<file path="src/rtl/pipeline_pkg.sv">
// pipeline_pkg
//   Shared definitions for the pipeline stages.
//   - ALU function codes carried on the ID/EX aluop field
//   - datapath width and register-index width
//   - bundled writeback/memory control bits
//   - squash FSM state encoding used by the execute stage
package pipeline_pkg;

    localparam int DW = 32;
    localparam int RW = 6;

    localparam logic [2:0] ALU_PASSB = 3'b000;
    localparam logic [2:0] ALU_ADD   = 3'b001;
    localparam logic [2:0] ALU_SUB   = 3'b010;
    localparam logic [2:0] ALU_NEG   = 3'b011;
    localparam logic [2:0] ALU_PASSA = 3'b100;

    typedef struct packed {
        logic regw;
        logic wai;
        logic memw;
        logic memr;
    } ctrl_t;

    typedef enum logic {
        SQ_IDLE  = 1'b0,
        SQ_FLUSH = 1'b1
    } sq_state_e;

endpackage

</file>
<file path="src/rtl/buffer_EX_WB.sv">
// buffer_EX_WB
//   EX/WB pipeline register bank. Captures the execute-stage results every
//   cycle; all fields clear on asynchronous reset.
// Ports:
//   clk, rst_n      clock / asynchronous active-low reset
//   alu_p0..ctrl_p0 execute-stage values (ALU result, store data, PC,
//                   destination index, squash-gated controls, redirect pulse)
//   alu_p1..taken_p1 registered copies driven to writeback and fetch
module buffer_EX_WB
    import pipeline_pkg::*;
#(
    parameter int DW = 32
) (
    input  logic          clk,
    input  logic          rst_n,
    input  logic [DW-1:0] alu_p0,
    input  logic [DW-1:0] rd2_p0,
    input  logic [DW-1:0] pc_p0,
    input  logic [RW-1:0] rd_p0,
    input  ctrl_t         ctrl_p0,
    input  logic          taken_p0,
    output logic [DW-1:0] alu_p1,
    output logic [DW-1:0] rd2_p1,
    output logic [DW-1:0] pc_p1,
    output logic [RW-1:0] rd_p1,
    output ctrl_t         ctrl_p1,
    output logic          taken_p1
);

    // ---- EX -> WB boundary ----
    always_ff @(posedge clk or negedge rst_n) begin
        if (!rst_n) begin
            alu_p1   <= '0;
            rd2_p1   <= '0;
            pc_p1    <= '0;
            rd_p1    <= '0;
            ctrl_p1  <= '0;
            taken_p1 <= 1'b0;
        end else begin
            alu_p1   <= alu_p0;
            rd2_p1   <= rd2_p0;
            pc_p1    <= pc_p0;
            rd_p1    <= rd_p0;
            ctrl_p1  <= ctrl_p0;
            taken_p1 <= taken_p0;
        end
    end

endmodule

</file>
<file path="src/rtl/stage3.sv">
// stage3
//   Execute stage. Consumes the ID/EX bundle, evaluates the ALU, resolves
//   jumps and flag-based branches against the internal Z/N flag register,
//   squashes the FLUSH_SLOTS younger instructions after a taken redirect,
//   and registers everything into the EX/WB buffer.
// Ports:
//   clk, rst_n                     clock / asynchronous active-low reset
//   in_imm, in_rd1, in_rd2, in_PC  operands and PC from ID/EX
//   in_rd                          destination register index
//   in_brz, in_brn, in_j           branch-if-zero / branch-if-negative / jump
//   in_regw, in_wai, in_memw, in_memr  writeback/memory controls
//   in_alusrc, in_aluop            B-operand select and ALU function
//   out_alu, out_rd2, out_PC, out_rd   registered results to writeback
//   out_regw, out_wai, out_memw, out_memr  registered, squash-gated controls
//   out_taken, out_target          one-cycle redirect pulse and its PC
//   out_z, out_n                   current flag register
module stage3
    import pipeline_pkg::*;
#(
    parameter int FLUSH_SLOTS = 2,
    parameter int DW          = pipeline_pkg::DW
) (
    input  logic          clk,
    input  logic          rst_n,
    input  logic [DW-1:0] in_imm,
    input  logic [RW-1:0] in_rd,
    input  logic [DW-1:0] in_rd1,
    input  logic [DW-1:0] in_rd2,
    input  logic [DW-1:0] in_PC,
    input  logic          in_brz,
    input  logic          in_brn,
    input  logic          in_j,
    input  logic          in_regw,
    input  logic          in_wai,
    input  logic          in_memw,
    input  logic          in_memr,
    input  logic          in_alusrc,
    input  logic [2:0]    in_aluop,
    output logic [DW-1:0] out_alu,
    output logic [DW-1:0] out_rd2,
    output logic [DW-1:0] out_PC,
    output logic [RW-1:0] out_rd,
    output logic          out_regw,
    output logic          out_wai,
    output logic          out_memw,
    output logic          out_memr,
    output logic          out_taken,
    output logic [DW-1:0] out_target,
    output logic          out_z,
    output logic          out_n
);

    localparam logic [1:0] FLUSH_INIT = 2'(FLUSH_SLOTS);

    // Wrap-around ALU; overflow is intentionally ignored.
    function automatic logic signed [DW-1:0] alu_eval(
        input logic [2:0]           op,
        input logic signed [DW-1:0] a,
        input logic signed [DW-1:0] b
    );
        case (op)
            ALU_PASSB: return b;
            ALU_ADD:   return a + b;
            ALU_SUB:   return a - b;
            ALU_NEG:   return -a;
            ALU_PASSA: return a;
            default:   return '0;
        endcase
    endfunction

    sq_state_e            sq_state, sq_state_nxt;
    logic [1:0]           sq_cnt, sq_cnt_nxt;

    logic                 z_q, n_q;
    logic [DW-1:0]        target_q;

    logic signed [DW-1:0] a_p0, b_p0, alu_p0;
    logic                 vld_p0;
    logic                 flag_op_p0;
    logic                 taken_p0;
    ctrl_t                ctrl_p0;
    ctrl_t                ctrl_p1;

    // ---- ID/EX -> EX: operand select, ALU, branch resolution ----
    assign a_p0   = in_rd1;
    assign b_p0   = in_alusrc ? in_imm : in_rd2;
    assign alu_p0 = alu_eval(in_aluop, a_p0, b_p0);

    // An instruction in a squash slot is on the wrong path.
    assign vld_p0 = (sq_state == SQ_IDLE);

    assign flag_op_p0 = (in_aluop == ALU_ADD) || (in_aluop == ALU_SUB) ||
                        (in_aluop == ALU_NEG);

    // Every branch flavour redirects to in_rd1, so the j > brz > brn
    // priority collapses to a plain OR; flags are the pre-instruction values.
    assign taken_p0 = vld_p0 & (in_j | (in_brz & z_q) | (in_brn & n_q));

    assign ctrl_p0 = vld_p0 ? ctrl_t'{regw: in_regw, wai: in_wai,
                                      memw: in_memw, memr: in_memr}
                            : ctrl_t'('0);

    // Squash FSM: a taken redirect arms FLUSH_SLOTS squash cycles.
    always_ff @(posedge clk or negedge rst_n) begin
        if (!rst_n) begin
            sq_state <= SQ_IDLE;
            sq_cnt   <= '0;
        end else begin
            sq_state <= sq_state_nxt;
            sq_cnt   <= sq_cnt_nxt;
        end
    end

    always_comb begin
        sq_state_nxt = sq_state;
        sq_cnt_nxt   = sq_cnt;
        case (sq_state)
            SQ_IDLE: begin
                if (taken_p0) begin
                    sq_state_nxt = SQ_FLUSH;
                    sq_cnt_nxt   = FLUSH_INIT;
                end
            end
            SQ_FLUSH: begin
                sq_cnt_nxt = sq_cnt - 2'd1;
                if (sq_cnt == 2'd1) begin
                    sq_state_nxt = SQ_IDLE;
                end
            end
            default: begin
                sq_state_nxt = SQ_IDLE;
                sq_cnt_nxt   = '0;
            end
        endcase
    end

    // ---- EX -> WB: flag register, redirect target, result buffer ----
    always_ff @(posedge clk or negedge rst_n) begin
        if (!rst_n) begin
            z_q <= 1'b0;
            n_q <= 1'b0;
        end else if (vld_p0 && flag_op_p0) begin
            z_q <= (alu_p0 == '0);
            n_q <= alu_p0[DW-1];
        end
    end

    // Target holds its last value between redirects.
    always_ff @(posedge clk or negedge rst_n) begin
        if (!rst_n) begin
            target_q <= '0;
        end else if (taken_p0) begin
            target_q <= in_rd1;
        end
    end

    buffer_EX_WB #(
        .DW (DW)
    ) u_buffer_EX_WB (
        .clk      (clk),
        .rst_n    (rst_n),
        .alu_p0   (alu_p0),
        .rd2_p0   (in_rd2),
        .pc_p0    (in_PC),
        .rd_p0    (in_rd),
        .ctrl_p0  (ctrl_p0),
        .taken_p0 (taken_p0),
        .alu_p1   (out_alu),
        .rd2_p1   (out_rd2),
        .pc_p1    (out_PC),
        .rd_p1    (out_rd),
        .ctrl_p1  (ctrl_p1),
        .taken_p1 (out_taken)
    );

    assign out_regw   = ctrl_p1.regw;
    assign out_wai    = ctrl_p1.wai;
    assign out_memw   = ctrl_p1.memw;
    assign out_memr   = ctrl_p1.memr;
    assign out_target = target_q;
    assign out_z      = z_q;
    assign out_n      = n_q;

endmodule

</file>
<file path="config.mk">
export PLATFORM = sky130hd
export DESIGN_NAME = stage3
export DESIGN_NICKNAME = d
export VERILOG_FILES = /design/src/rtl/pipeline_pkg.sv /design/src/rtl/buffer_EX_WB.sv /design/src/rtl/stage3.sv
export SDC_FILE = /design/constraint.sdc
export NUM_CORES = 1
export LEC_CHECK = 0
export ABC_AREA = 1
export BUFFER_PORTS_ARGS = -buffer_cell sky130_fd_sc_hd__buf_2
export CORE_MARGIN = 3
export CORE_UTILIZATION = 35
export CTS_CLUSTER_DIAMETER = 60
export CTS_CLUSTER_SIZE = 12
export DETAILED_ROUTE_END_ITERATION = 8
export HOLD_SLACK_MARGIN = 0.05
export PLACE_DENSITY = 0.54
export SYNTH_ARGS = -nofsm -noshare
export SYNTH_HDL_FRONTEND = slang
export SYNTH_SLANG_ARGS = --single-unit
export TNS_END_PERCENT = 10
</file>
<file path="constraint.sdc">
create_clock -name clk -period 2 [get_ports clk]
set_input_delay 0.4 -clock clk [delete_from_list [all_inputs] [get_ports clk]]
set_output_delay 0.4 -clock clk [all_outputs]
set_load 0.01 [all_outputs]
</file>
==> metrics.md <==
| Metric | Value |
|---|---|
| Port bufs | `287` |
| Cell with the largest stage delay on the worst path | `ha_1` |
| CP arrival | `3830 ps` |
| Final Cell Area | `0.0149 mm²` |
| Static Leak | `8.29 nW` |
| Final core utilization | `56.9%` |
| Skew final | `11.9 ps` |
| Main synth FF type | `dfrtp_1` |
| Place WS | `-2130 ps` |
| Max cap viols | `0` |
| Count of final setup violators | `33` |
| Diode count | `0` |
| Placed instance area | `0.0138 mm²` |
| Initial antenna violation count | `1` |
| Hold path startpoint | `in_rd[0]` |
| Crit. End Element | `flop` |
| Post-synth top cells | `445 x nand2_1, 180 x inv_1, 144 x dfrtp_1` |
| Core Area | `0.0261 mm²` |
| Mapped Area | `0.00933 mm²` |
| Placed cell count | `2295` |
| Syn nets | `1539` |
| Final period util | `173%` |
| Die Ht | `169 µm` |
| Pwr per Cell Area | `796 mW/mm²` |
| Via count | `11304` |
| Row count | `59` |
| Vias in the first global route | `11007` |
| Cell count after synthesis | `1357` |
| Measured slew at the worst slew-check pin | `583 ps` |
| Drt wl/cell | `17.3 µm` |
| Hold Path Class | `input pin to flop` |
| Worst hold endpoint | `u_buffer_EX_WB.rd_p1[0]$_DFF_PN0_` |
| DRC marker count from the first detailed-route iteration | `880` |
| Count of cell types in the netlist | `44` |
| Final #Nets | `2178` |
| Post-route ant nets | `0` |
| Reg2Reg Capture Point | `out_z$_DFFE_PN0P_` |
| Die area | `0.0286 mm²` |
| Grt ovf | `0` |
| Post-synth EDFFs | `0` |
| CTS tree | `built` |
| Synth warn | `0` |
| Final-layout fill cell count | `2635` |
| Initial Util | `35.7%` |
| Die width | `169 µm` |
| Router iterations before antenna repair | `5` |
| CTS Sinks | `144` |
| Max-slew headroom | `60.8%` |
| Top-count cell post-synth | `nand2_1` |
| Post-Layout Cell Count | `2344` |
| GRT Total Usage | `27.8%` |
| Most used cell, CP | `nand2_1` |
| Gpl congestion | `1.02` |
| Mean area per synthesized cell | `6.87 µm²` |
| Largest net degree at the start of global routing | `43` |
| Worst hold path depth | `1` |
| CP peak stage delay | `370 ps` |
| Area grow syn2layout | `59.6%` |
| Layout cell share with drive strength beyond 1 | `39.6%` |
| Total routed wirelength | `40.6 mm` |
| Final Max Tran Viols | `0` |
| Crit-path max FO | `9` |
| FMAX | `289 MHz` |
| Sequential fraction of the synthesis area | `38.6%` |
| Largest cells by area after synthesis | `dfrtp_1 39%, nand2_1 18%, inv_1 7.2%` |
| Clock root cell | `clkbuf_16` |
| Ports | `288` |
| Post-synth ARST share | `100%` |
| R2R Path Start | `sq_state$_DFF_PN0_` |
| Detailed Place HPWL | `33.7 mm` |
| Drt drc | `0` |
| Final Hold Fails | `0` |
| Area leader, netlist | `dfrtp_1` |
| First-pass GRT wire length | `61.4 mm` |
| CTS H-tree depth | `4` |
| Vias/cell | `4.82` |
| Clock buffer depth | `2` |
| CTS Buf Count | `17` |
| Clock transition at the registers of the reported paths | `70 ps` |
| R2R Setup Slk | `-170 ps` |
| Tmin final | `3460 ps` |
| Bufs and invs on worst path | `7` |
| Synthesized flop and latch total | `144` |
| Clk_lat worst skew | `430 ps` |
| Worst Path Required | `2360 ps` |
| Status | `finished with violations` |
| Reg2Reg Depth | `10` |
| Failing checks | `setup timing` |
| Top-area cell type share of the netlist area | `38.6%` |
| Startpoint Class | `input pin` |
| Setup ws final | `-1460 ps` |
| Crit Path Class | `input pin to flop` |
| RSZ-0062 raised after global routing | `yes` |
| Fin Hold WS | `67.9 ps` |
| Worst VDD drop | `510 µV` |
| CP top delay family | `simple AND/OR/NAND/NOR gates` |
==> through the flow <==
stage / setup TNS (ps) / total power [mW]
detailed placement: -46240 / 8.23
CTS: -28280 / 11.8
global placement: -46340 / 8.20
finish: -28600 / 11.8
global route: -35550 / 12.6
floorplan: -27090 / 5.78
==> worst max path at each step <==
| stage | from | end | slack (ps) | cells after the start |
|---|---|---|---|---|
| after floorplan | in_alusrc | out_z$_DFFE_PN0P_ | -1450 | 31 |
| after global placement | in_alusrc | out_z$_DFFE_PN0P_ | -2200 | 28 |
| after detailed placement | in_alusrc | out_z$_DFFE_PN0P_ | -2130 | 27 |
| after CTS | in_alusrc | out_z$_DFFE_PN0P_ | -1420 | 32 |
| after global routing | in_alusrc | out_z$_DFFE_PN0P_ | -1740 | 29 |
| final | in_alusrc | out_z$_DFFE_PN0P_ | -1460 | 28 |
==> registers in the layout, indices dropped and copies added (netlist names) <==
signal	count
u_buffer_EX_WB.taken_p1	1
sq_cnt	2
u_buffer_EX_WB.alu_p1	32
out_target	32
u_buffer_EX_WB.rd2_p1	32
sq_state	1
u_buffer_EX_WB.rd_p1	6
u_buffer_EX_WB.ctrl_p1	4
u_buffer_EX_WB.pc_p1	32
out_n	1
out_z	1
==> cell families (layout without fill, tap and decap cells) <==
| group | Yosys count | count (layout) | synth area share [%] |
|---|---|---|---|
| compound gates | 170 | 170 | 10.0 |
| buf+inv | 209 | 861 | 8.73 |
| mux | 1 | 1 | 0.107 |
| simple gates | 766 | 766 | 34.7 |
| xor+xnor | 32 | 32 | 3.01 |
| flops | 144 | 144 | 38.6 |
| fa+ha+maj | 35 | 35 | 4.78 |
==> layer usage <==
metal  part of all wire, %  global-route usage [%]
met1                    46                    38.6
met2                    45                    44.8
met3                   6.0                    4.54
met4                   2.6                    8.32
met5                 0.032                       0
==> layout by cell type, fill, tap and decap left out, drive strengths merged, types with 3 or more instances in the layout <==
| master | n |
|---|---|
| o21a | 3 |
| clkbuf | 18 |
| clkinv | 3 |
| dlygate4sd3 | 3 |
| a31oi | 6 |
| inv | 195 |
| a21oi | 56 |
| nand4 | 22 |
| nand2 | 454 |
| o22ai | 3 |
| a22oi | 13 |
| nor4 | 3 |
| buf | 641 |
| nor3 | 18 |
| xor2 | 26 |
| nand3 | 101 |
| ha | 34 |
| dfrtp | 144 |
| nor2 | 154 |
| xnor2 | 6 |
| o21ai | 82 |
| nand3b | 11 |
==> layout make-up <==
type | count | area (µm²) | share of cell area [%]
sequential | 144 | 3600 | 24.2
tap | 335 | 419 | 2.82
inverter | 185 | 704 | 4.73
clock inverter | 14 | 161 | 1.08
multi-input combinational | 1004 | 5290 | 35.6
timing repair buffer | 644 | 4260 | 28.6
clock buffer | 18 | 439 | 2.95
==> what timing repair did <==
| item | 4_1_cts | 5_1_grt |
|---|---|---|
| endpoints found under the hold margin | 37 | 2 |
| setup endpoints to repair | 33 | 33 |
| resized for setup | 78 | 42 |
| hold buffers | 1 | 2 |
| pin swaps | 48 | 23 |
| buffers inserted | 13 | 1 |
==> power breakdown <==
part	total, mW	internal [mW]	switching [mW]
sequential	3.70	3.46	0.243
clock	3.41	1.83	1.58
combinational	4.73	2.05	2.68
total	11.8	7.34	4.51
No activity file was read; power rests on OpenSTA's default activity.
